## src/rtl/watch_pkg.sv

```systemverilog
// Shared types and helpers for the digital-watch mode controller.
package watch_pkg;

  typedef enum logic [2:0] {
    SHOW_TIME,
    SHOW_ALARM,
    KEY_STORED,
    KEY_WAITED,
    KEY_ENTRY
  } state_t;

  localparam logic [3:0] NOKEY = 4'd10;

  // Codes 11-15 are not digits and behave like NOKEY.
  function automatic logic is_digit(input logic [3:0] k);
    return (k != NOKEY) && (k <= 4'd9);
  endfunction

endpackage

```

## src/rtl/sec_timeout_counter.sv

```systemverilog
// Saturating counter of one_second ticks; expired while the count sits at LIMIT.
module sec_timeout_counter #(
  parameter int unsigned LIMIT = 10
) (
  input  logic clk,
  input  logic reset_n,
  input  logic clear,
  input  logic en,
  input  logic tick,
  output logic expired
);

  localparam int unsigned W = (LIMIT < 1) ? 1 : $clog2(LIMIT + 1);

  logic [W-1:0] count;

  always_ff @(posedge clk or negedge reset_n) begin
    if (!reset_n) begin
      count <= '0;
    end else if (clear) begin
      count <= '0;
    end else if (en && tick && (count != W'(LIMIT))) begin
      count <= count + 1'b1;
    end
  end

  assign expired = (count == W'(LIMIT));

endmodule

```

## src/rtl/watch_mode_controller.sv

```systemverilog
// Key-entry / mode FSM for the digital watch; all outputs registered.
// Define FAST_SET_EN to build the time_button hold detector driving fast_watch.
module watch_mode_controller
  import watch_pkg::*;
#(
  parameter int unsigned TIMEOUT_SECS = 10
`ifdef FAST_SET_EN
  ,
  parameter int unsigned HOLD_SECS    = 2
`endif
) (
  input  logic       clk,
  input  logic       reset_n,
  input  logic [3:0] key,
  input  logic       alarm_button,
  input  logic       time_button,
  input  logic       one_second,
  output logic       shift,
  output logic       show_new_time,
  output logic       show_a,
  output logic       load_new_a,
  output logic       load_new_c,
  output logic       reset_count,
  output logic       fast_watch
);

  state_t state;
  logic   digit;
  logic   timeout;
  logic   fast_hold;

  assign digit = is_digit(key);

  sec_timeout_counter #(
    .LIMIT (TIMEOUT_SECS)
  ) u_entry_timeout (
    .clk     (clk),
    .reset_n (reset_n),
    .clear   ((state == KEY_STORED) || (state == SHOW_TIME)),
    .en      ((state == KEY_WAITED) || (state == KEY_ENTRY)),
    .tick    (one_second),
    .expired (timeout)
  );

`ifdef FAST_SET_EN
  logic hold_expired;

  sec_timeout_counter #(
    .LIMIT (HOLD_SECS)
  ) u_hold_counter (
    .clk     (clk),
    .reset_n (reset_n),
    .clear   ((state != SHOW_TIME) || !time_button),
    .en      ((state == SHOW_TIME) && time_button),
    .tick    (one_second),
    .expired (hold_expired)
  );

  assign fast_hold = hold_expired && time_button;
`else
  assign fast_hold = 1'b0;
`endif

  // Outputs are set on the same edge as the state they belong to, so load
  // pulses coincide with the return to SHOW_TIME.
  always_ff @(posedge clk or negedge reset_n) begin
    if (!reset_n) begin
      state         <= SHOW_TIME;
      shift         <= 1'b0;
      show_new_time <= 1'b0;
      show_a        <= 1'b0;
      load_new_a    <= 1'b0;
      load_new_c    <= 1'b0;
      reset_count   <= 1'b0;
      fast_watch    <= 1'b0;
    end else begin
      shift       <= 1'b0;
      load_new_a  <= 1'b0;
      load_new_c  <= 1'b0;
      reset_count <= 1'b0;
      fast_watch  <= 1'b0;
      case (state)
        SHOW_TIME: begin
          if (alarm_button) begin
            state  <= SHOW_ALARM;
            show_a <= 1'b1;
          end else if (digit) begin
            state         <= KEY_STORED;
            shift         <= 1'b1;
            show_new_time <= 1'b1;
          end else begin
            fast_watch <= fast_hold;
          end
        end
        SHOW_ALARM: begin
          if (!alarm_button) begin
            state  <= SHOW_TIME;
            show_a <= 1'b0;
          end
        end
        KEY_STORED: begin
          state <= KEY_WAITED;
        end
        KEY_WAITED: begin
          if (!digit) begin
            state <= KEY_ENTRY;
          end else if (timeout) begin
            state         <= SHOW_TIME;
            show_new_time <= 1'b0;
          end
        end
        KEY_ENTRY: begin
          if (alarm_button) begin
            state         <= SHOW_TIME;
            show_new_time <= 1'b0;
            load_new_a    <= 1'b1;
          end else if (time_button) begin
            state         <= SHOW_TIME;
            show_new_time <= 1'b0;
            load_new_c    <= 1'b1;
            reset_count   <= 1'b1;
          end else if (digit) begin
            state <= KEY_STORED;
            shift <= 1'b1;
          end else if (timeout) begin
            state         <= SHOW_TIME;
            show_new_time <= 1'b0;
          end
        end
        default: begin
          state         <= SHOW_TIME;
          show_new_time <= 1'b0;
          show_a        <= 1'b0;
        end
      endcase
    end
  end

endmodule

```

## config.mk

```make
export PLATFORM = sky130hd
export DESIGN_NAME = watch_mode_controller
export DESIGN_NICKNAME = d
export VERILOG_FILES = /design/src/rtl/watch_pkg.sv /design/src/rtl/sec_timeout_counter.sv /design/src/rtl/watch_mode_controller.sv
export SDC_FILE = /design/constraint.sdc
export NUM_CORES = 1
export LEC_CHECK = 0
export CAP_MARGIN = 40
export CORE_ASPECT_RATIO = 1.75
export CORE_UTILIZATION = 25
export DETAILED_ROUTE_END_ITERATION = 6
export PLACE_DENSITY = 0.57
export SETUP_SLACK_MARGIN = 0.15
export SLEW_MARGIN = 20
export SYNTH_ARGS = -nofsm -noshare
export SYNTH_HDL_FRONTEND = slang
export SYNTH_SLANG_ARGS = --single-unit
```

## constraint.sdc

```tcl
create_clock -name clk -period 1.2 [get_ports clk]
set_input_delay 0.3 -clock clk [delete_from_list [all_inputs] [get_ports clk]]
set_output_delay 0.3 -clock clk [all_outputs]
set_load 0.005 [all_outputs]
```

==> results of run 1 <==
==> routing by layer <==
metal	vias to the layer above	global-route usage (%)
met5	-	0
met4	0	10.4
met3	2	1.49
met2	9	23.1
met1	328	12.1
li1	335	-
==> through the flow <==
step / TNS (ns) / std cells / utilization (%)
global route: -1.05 / 139 / 43.6
detailed placement: -2.27 / 127 / 36.7
floorplan: -0.122 / 74 / -
global placement: -2.09 / 127 / 36.7
CTS: -0.638 / 137 / 41.8
finish: -0.581 / 139 / 43.6
==> kinds of logic after synthesis <==
family | count (synthesis)
xor+xnor | 1
flops | 12
simple gates | 26
compound gates | 21
buf+inv | 11
other cells | 1
fa+ha+maj | 2
==> worst max-delay path by stage <==
stage | start | endpoint | slack [ns] | cells after the start
floorplan | state[2] | u_entry_timeout.count[3] | -0.12 | 4
global placement | alarm_button | state[1] | -0.26 | 4
detailed placement | alarm_button | state[1] | -0.30 | 4
CTS | state[2] | u_entry_timeout.count[3] | -0.16 | 4
global route | state[2] | u_entry_timeout.count[3] | -0.21 | 4
finish | state[2] | u_entry_timeout.count[3] | -0.15 | 4
==> repair_timing <==
action / 4_1_cts / 5_1_grt
setup buffers: 7 / 2
setup endpoints to repair: 17 / 14
pin swaps: 13 / 3
hold buffers: 0 / 0
resized for setup: 39 / 8
==> Yosys cell counts <==
| master | instances | area [um^2] |
|---|---|---|
| a21oi_1 | 6 | 30.0 |
| a21oi_2 | 1 | 8.76 |
| nor2_1 | 6 | 22.5 |
| nand3b_1 | 1 | 7.51 |
| o211ai_1 | 1 | 7.51 |
| and3b_4 | 1 | 12.5 |
| or3_1 | 1 | 6.26 |
| buf_4 | 3 | 22.5 |
| clkbuf_1 | 1 | 3.75 |
| ha_1 | 2 | 25.0 |
| dfrtp_1 | 12 | 300 |
| xnor2_1 | 1 | 8.76 |
| o31ai_1 | 1 | 7.51 |
| a311oi_1 | 1 | 8.76 |
| and3_1 | 2 | 12.5 |
| nand3b_4 | 1 | 20.0 |
| inv_1 | 6 | 22.5 |
| o211ai_4 | 1 | 21.3 |
| o221ai_1 | 1 | 8.76 |
| o32ai_1 | 1 | 8.76 |
| or2_1 | 1 | 6.26 |
| o21ai_0 | 5 | 25.0 |
| nor3_1 | 1 | 5.00 |
| buf_2 | 1 | 5.00 |
| conb_1 | 1 | 3.75 |
| nor3b_4 | 1 | 18.8 |
| nand2_1 | 6 | 22.5 |
| a31oi_1 | 1 | 6.26 |
| o21a_1 | 2 | 15.0 |
| nor3_2 | 1 | 10.0 |
| nand4b_1 | 2 | 17.5 |
| nand3_1 | 2 | 10.0 |
==> layout make-up <==
type | count | share of cell area (%)
Tap cell | 27 | 2.88
Timing Repair Buffer | 40 | 28.7
Multi-Input combinational cell | 51 | 37.3
Inverter | 6 | 1.92
Sequential cell | 12 | 25.7
Clock buffer | 3 | 3.52
==> flip-flops by register name (all words and copies together), names as in the netlist <==
signal	flops
u_entry_timeout.count	4
state	3
load_new_a	1
reset_count	1
shift	1
show_a	1
show_new_time	1
==> power breakdown <==
part           switching [mW]  total, mW  internal, mW
Clock                   0.126      0.346         0.219
Combinational           0.416      0.923         0.507
Sequential             0.0811      0.575         0.494
Total                   0.624       1.84          1.22
==> worst reg2reg max path: stages (launching register included) <==
cell and delay (ns):
dfrtp_1 0.40, and3b_4 0.32, o211ai_4 0.11, or3_4 0.34
a21oi_2 0.12
==> flow_metrics.py, run 1 <==
metrics = {
    "floorplanning": {
        "io_pins": 16,
        "dieArea_mm2": 0.00307,
        "start_util_pct": 26.4,
        "die_y_um": 72.5,
        "die_w_um": 42.3,
        "rows": 25,
        "core_mm2": 0.00269,
    },
    "route": {
        "met2_wirelength_um": 1030,
        "wl_met3_um": 29,
        "drc": 0,
        "drt_iter0_drc": 11,
        "via_per_inst": 4.85,
        "m1WireLength_um": 629,
        "ant_nets": 0,
        "drt_wl_total_um": 1710,
        "routedWlPerCell_um": 12.3,
        "first_pass_iters": 2,
        "dr_total_vias": 674,
        "highest_layer": "met4",
    },
    "timing": {
        "finalCritPeriodShare_pct": 112,
        "fmaxAchievable_ghz": 0.743,
        "setup_viol": 7,
        "min_period_ns": 1.35,
        "skew_ns": 0.00381,
        "hold_violations": 0,
        "whs_ns": 0.363,
        "rsz0062_at_grt": "yes",
        "setup_ws_ns": -0.146,
        "slew_violations": 0,
    },
    "finish": {
        "syn_to_final_growth_pct": 65.1,
        "antenna_cells": 0,
        "nNetsFinal": 125,
        "mostFrequentLayoutCells": "buf_4 (20), dfrtp_1 (11), clkdlybuf4s50_1 (6), buf_2 (6), buf_6 (6)",
        "layout_commonest_cell": "buf_4",
        "fillers": 260,
        "multi_input_area_um2": 438,
        "regArea_um2": 302,
        "drive_gt1_share_pct": 51.8,
        "stdcell_area_mm2": 0.00117,
    },
    "critical_path": {
        "criticalPathCategory": "register to register",
        "reg2reg_setup_slack_ns": -0.15,
        "path_cells": "and3b_4, o211ai_4, or3_4, a21oi_2",
        "start_kind": "register",
        "reg2reg_depth": 4,
        "path_max_fanout": 6,
        "reg2reg_to": "u_entry_timeout.count[3]",
        "critPathTopFamily": "simple AND/OR/NAND/NOR gates",
        "r2r_start": "state[2]",
        "worstPathRequired_ns": 1.36,
        "max_stage_delay_ns": 0.40,
        "cp-end-kind": "register",
        "crit_arrival_ns": 1.51,
        "worst-path-buf-inv": 0,
        "crit_slowest_cell": "dfrtp_1",
    },
    "logic_synthesis": {
        "ys_ff_latch": 12,
        "synth-simple-area-share_pct": 24.1,
        "yosys_warnings": 0,
        "avgSynthCellArea_um2": 9.60,
        "synth_area_um2": 711,
        "synth-xor-area-share_pct": 1.23,
        "synth-seq-area-share_pct": 42.3,
        "netlist_instances": 74,
        "synth_mux_area_share_pct": 0,
        "synth-compound-area-share_pct": 20.8,
        "synth_top_family_by_area": "simple AND/OR/NAND/NOR gates",
        "synthAdderAreaFrac_pct": 3.52,
        "synth.distinct_cells": 32,
        "synth_fp_nets": 85,
    },
    "place": {
        "dp_hpwl_um": 1220,
        "io_buffers": 13,
        "placed_cell_area_um2": 987,
        "gp_congestion": 0.826,
        "post-place-ws_ns": -0.302,
    },
    "outcome": {
        "violations": "setup timing",
        "status": "finished with violations",
    },
    "global_route": {
        "grt_use_total_pct": 12.6,
        "grt_pass1_wl_um": 2970,
        "grt_max_degree": 14,
        "grt_antenna_before_repair": 0,
        "grt_pass1_vias": 733,
        "grt_overflow_total": 0,
    },
    "cts": {
        "root_buffer": "clkbuf_8",
        "clock_sinks": 12,
        "tritoncts": "yes",
        "clk_pin_slew_ns": 0.05,
        "cts_buffer_depth": 2,
        "htree_levels": 1,
        "clkLatencyLatePin_ns": 0.23,
        "cts_buffers": 3,
    },
    "run": {
        "cap_violations": 0,
    },
    "power": {
        "ir_drop_v": 0.000633,
        "p_leak_nw": 0.543,
        "total_power_mw": 1.84,
        "power_density_mw_per_mm2": 1570,
    },
    "min_path": {
        "hold_path_class": "primary input to asynchronous set/reset pin",
    },
}
No activity file was read; power rests on OpenSTA's default activity.
==> inputs of run 2 (changes only) <==
--- a/config.mk
+++ b/config.mk
@@ -7,9 +7,9 @@
 export LEC_CHECK = 0
 export CAP_MARGIN = 40
 export CORE_ASPECT_RATIO = 1.75
-export CORE_UTILIZATION = 25
+export CORE_UTILIZATION = 30
 export DETAILED_ROUTE_END_ITERATION = 6
-export PLACE_DENSITY = 0.57
+export PLACE_DENSITY = 0.64
 export SETUP_SLACK_MARGIN = 0.15
 export SLEW_MARGIN = 20
 export SYNTH_ARGS = -nofsm -noshare
==> run 2 against run 1 <==
Net effect:
- the run still ends with setup timing left
- total power increased by 3.5%
- worst setup slack worse by 0.031 ns
- utilization is 7.8 points higher
- global-route usage up 4.3 points
- critical path depth unchanged
- cell area down 0.43%
- sequential power about the same
- routed wire length is 4.4% higher
- critical path type unchanged
- highest routed layer unchanged
==> flow_metrics.py, run 2 (same netlist as run 1, synthesis figures left out) <==
metrics = {
    "outcome": {
        "status": "finished with violations",
        "violations": "setup timing",
    },
    "min_path": {
        "hold_path_class": "primary input to asynchronous set/reset pin",
    },
    "timing": {
        "min_period_ns": 1.38,
        "finalCritPeriodShare_pct": 115,
        "hold_violations": 0,
        "whs_ns": 0.360,
        "setup_ws_ns": -0.178,
        "setup_tns_ns": -0.852,
        "skew_ns": 0.00471,
        "slew_violations": 0,
        "rsz0062_at_grt": "yes",
        "fmaxAchievable_ghz": 0.726,
        "setup_viol": 9,
    },
    "finish": {
        "postLayoutCoreUtil_pct": 51.4,
        "largest_reg_flops": 4,
        "drive_gt1_share_pct": 51.8,
        "nNetsFinal": 125,
        "antenna_cells": 0,
        "syn_to_final_growth_pct": 64.4,
        "mostFrequentLayoutCells": "buf_4 (19), dfrtp_1 (9), buf_6 (8)",
        "layout_commonest_cell": "buf_4",
        "stdcell_area_mm2": 0.00117,
        "regMostFlops": "u_entry_timeout.count",
        "reg_top3": "u_entry_timeout.count (4), state (3)",
    },
    "route": {
        "met2_wirelength_um": 1090,
        "drc": 0,
        "routedWlPerCell_um": 13.0,
        "drt_iter0_drc": 17,
        "m1WireLength_um": 603,
        "dr_total_vias": 682,
        "drt_wl_total_um": 1790,
        "first_pass_iters": 4,
        "highest_layer": "met4",
        "via_per_inst": 4.98,
        "wl_met3_um": 29,
        "ant_nets": 0,
    },
    "cts": {
        "clkLatencyLatePin_ns": 0.24,
        "postCtsHoldBufs": 0,
        "cts_buffers": 3,
        "clock_sinks": 12,
        "tritoncts": "yes",
        "cts_buffer_depth": 2,
        "htree_levels": 1,
        "root_buffer": "clkbuf_8",
        "clk_pin_slew_ns": 0.05,
    },
    "critical_path": {
        "criticalPathCategory": "register to register",
        "crit_slowest_cell": "dfrtp_2",
        "path_max_fanout": 6,
        "critPathTopFamily": "simple AND/OR/NAND/NOR gates",
        "path_cells": "and3b_4, o211ai_4, or3_4, a21oi_2",
        "reg2reg_setup_slack_ns": -0.18,
        "worst-path-buf-inv": 0,
        "worstPathRequired_ns": 1.37,
        "max_stage_delay_ns": 0.43,
        "cp-end-kind": "register",
        "reg2reg_to": "u_entry_timeout.count[3]",
        "reg2reg_depth": 4,
        "crit_arrival_ns": 1.55,
        "start_kind": "register",
        "r2r_start": "state[2]",
    },
    "global_route": {
        "grt_pass1_wl_um": 3060,
        "grt_use_total_pct": 16.9,
        "grt_antenna_before_repair": 0,
        "grt_pass1_vias": 728,
        "grt_max_degree": 13,
        "grt_overflow_total": 0,
    },
    "run": {
        "cap_violations": 0,
    },
    "power": {
        "total_power_mw": 1.91,
        "p_leak_nw": 0.549,
        "ir_drop_v": 0.000561,
        "power_density_mw_per_mm2": 1630,
    },
    "floorplanning": {
        "die_w_um": 38.8,
        "rows": 23,
        "die_y_um": 66.4,
        "io_pins": 16,
        "dieArea_mm2": 0.00258,
        "start_util_pct": 31.3,
        "core_mm2": 0.00227,
    },
    "place": {
        "io_buffers": 13,
        "placed_cell_area_um2": 962,
        "gp_congestion": 0.821,
        "dp_hpwl_um": 1220,
    },
}
## run 2: cell count changes in the layout (fill, tap and decap cells not counted), moves of 2 or more
cell and delta:
and3_1 +2, dfrtp_1 -2, dfrtp_2 +2, buf_6 +2, and3_4 -2
## run 2: layout make-up
type | count | area (um^2)
Fill cell | 209 | 1100
Multi-Input combinational cell | 51 | 438
Timing Repair Buffer | 40 | 332
Sequential cell | 12 | 304
Clock buffer | 3 | 41.3
Tap cell | 25 | 31.3
Inverter | 6 | 22.5
## run 2: report_power, final
part	internal, mW	switching, mW	total [mW]
registers	0.497	0.0766	0.574
logic	0.535	0.441	0.976
clock network	0.220	0.139	0.359
total	1.25	0.657	1.91
## run 2: what timing repair did
item | 4_1_cts | 5_1_grt
endpoints found under the hold margin | 0 | 0
endpoints found under the setup margin | 17 | 16
gates resized for setup | 39 | 10
pin swaps | 6 | 6
setup buffers | 9 | 3
## run 2: how the worst max path moves through the flow
stage,slack [ns],start,endpoint,cells after the start
2_1_floorplan,-0.12,state[2],u_entry_timeout.count[3],4
3_3_place_gp,-0.29,alarm_button,state[1],5
3_5_place_dp,-0.34,alarm_button,show_new_time,4
4_1_cts,-0.16,state[2],u_entry_timeout.count[3],4
5_1_grt,-0.24,state[2],u_entry_timeout.count[3],4
6_report,-0.18,state[2],u_entry_timeout.count[3],4
## run 2: per-stage QoR
| stage | std cells | setup WS, ns |
|---|---|---|
| 2_1_floorplan | 74 | -0.118 |
| 3_3_place_gp | 122 | -0.291 |
| 3_5_place_dp | 122 | -0.338 |
| 4_1_cts | 134 | -0.163 |
| 5_1_grt | 137 | -0.239 |
| 6_report | 137 | -0.178 |
## run 2: metal layers
metal  up-vias  global-route usage (%)
li1        333                       -
met1       331                    17.1
met2        12                    30.2
met3         6                    1.01
met4         0                    11.6
met5         -                       0
==> inputs of run 3 (changes only) <==
--- a/config.mk
+++ b/config.mk
@@ -11,7 +11,7 @@
 export DETAILED_ROUTE_END_ITERATION = 6
 export PLACE_DENSITY = 0.64
 export SETUP_SLACK_MARGIN = 0.15
-export SLEW_MARGIN = 20
+export SLEW_MARGIN = 40
 export SYNTH_ARGS = -nofsm -noshare
 export SYNTH_HDL_FRONTEND = slang
 export SYNTH_SLANG_ARGS = --single-unit
==> results of run 3 <==
Final layout, timing and power as in run 2 (identical DEF).
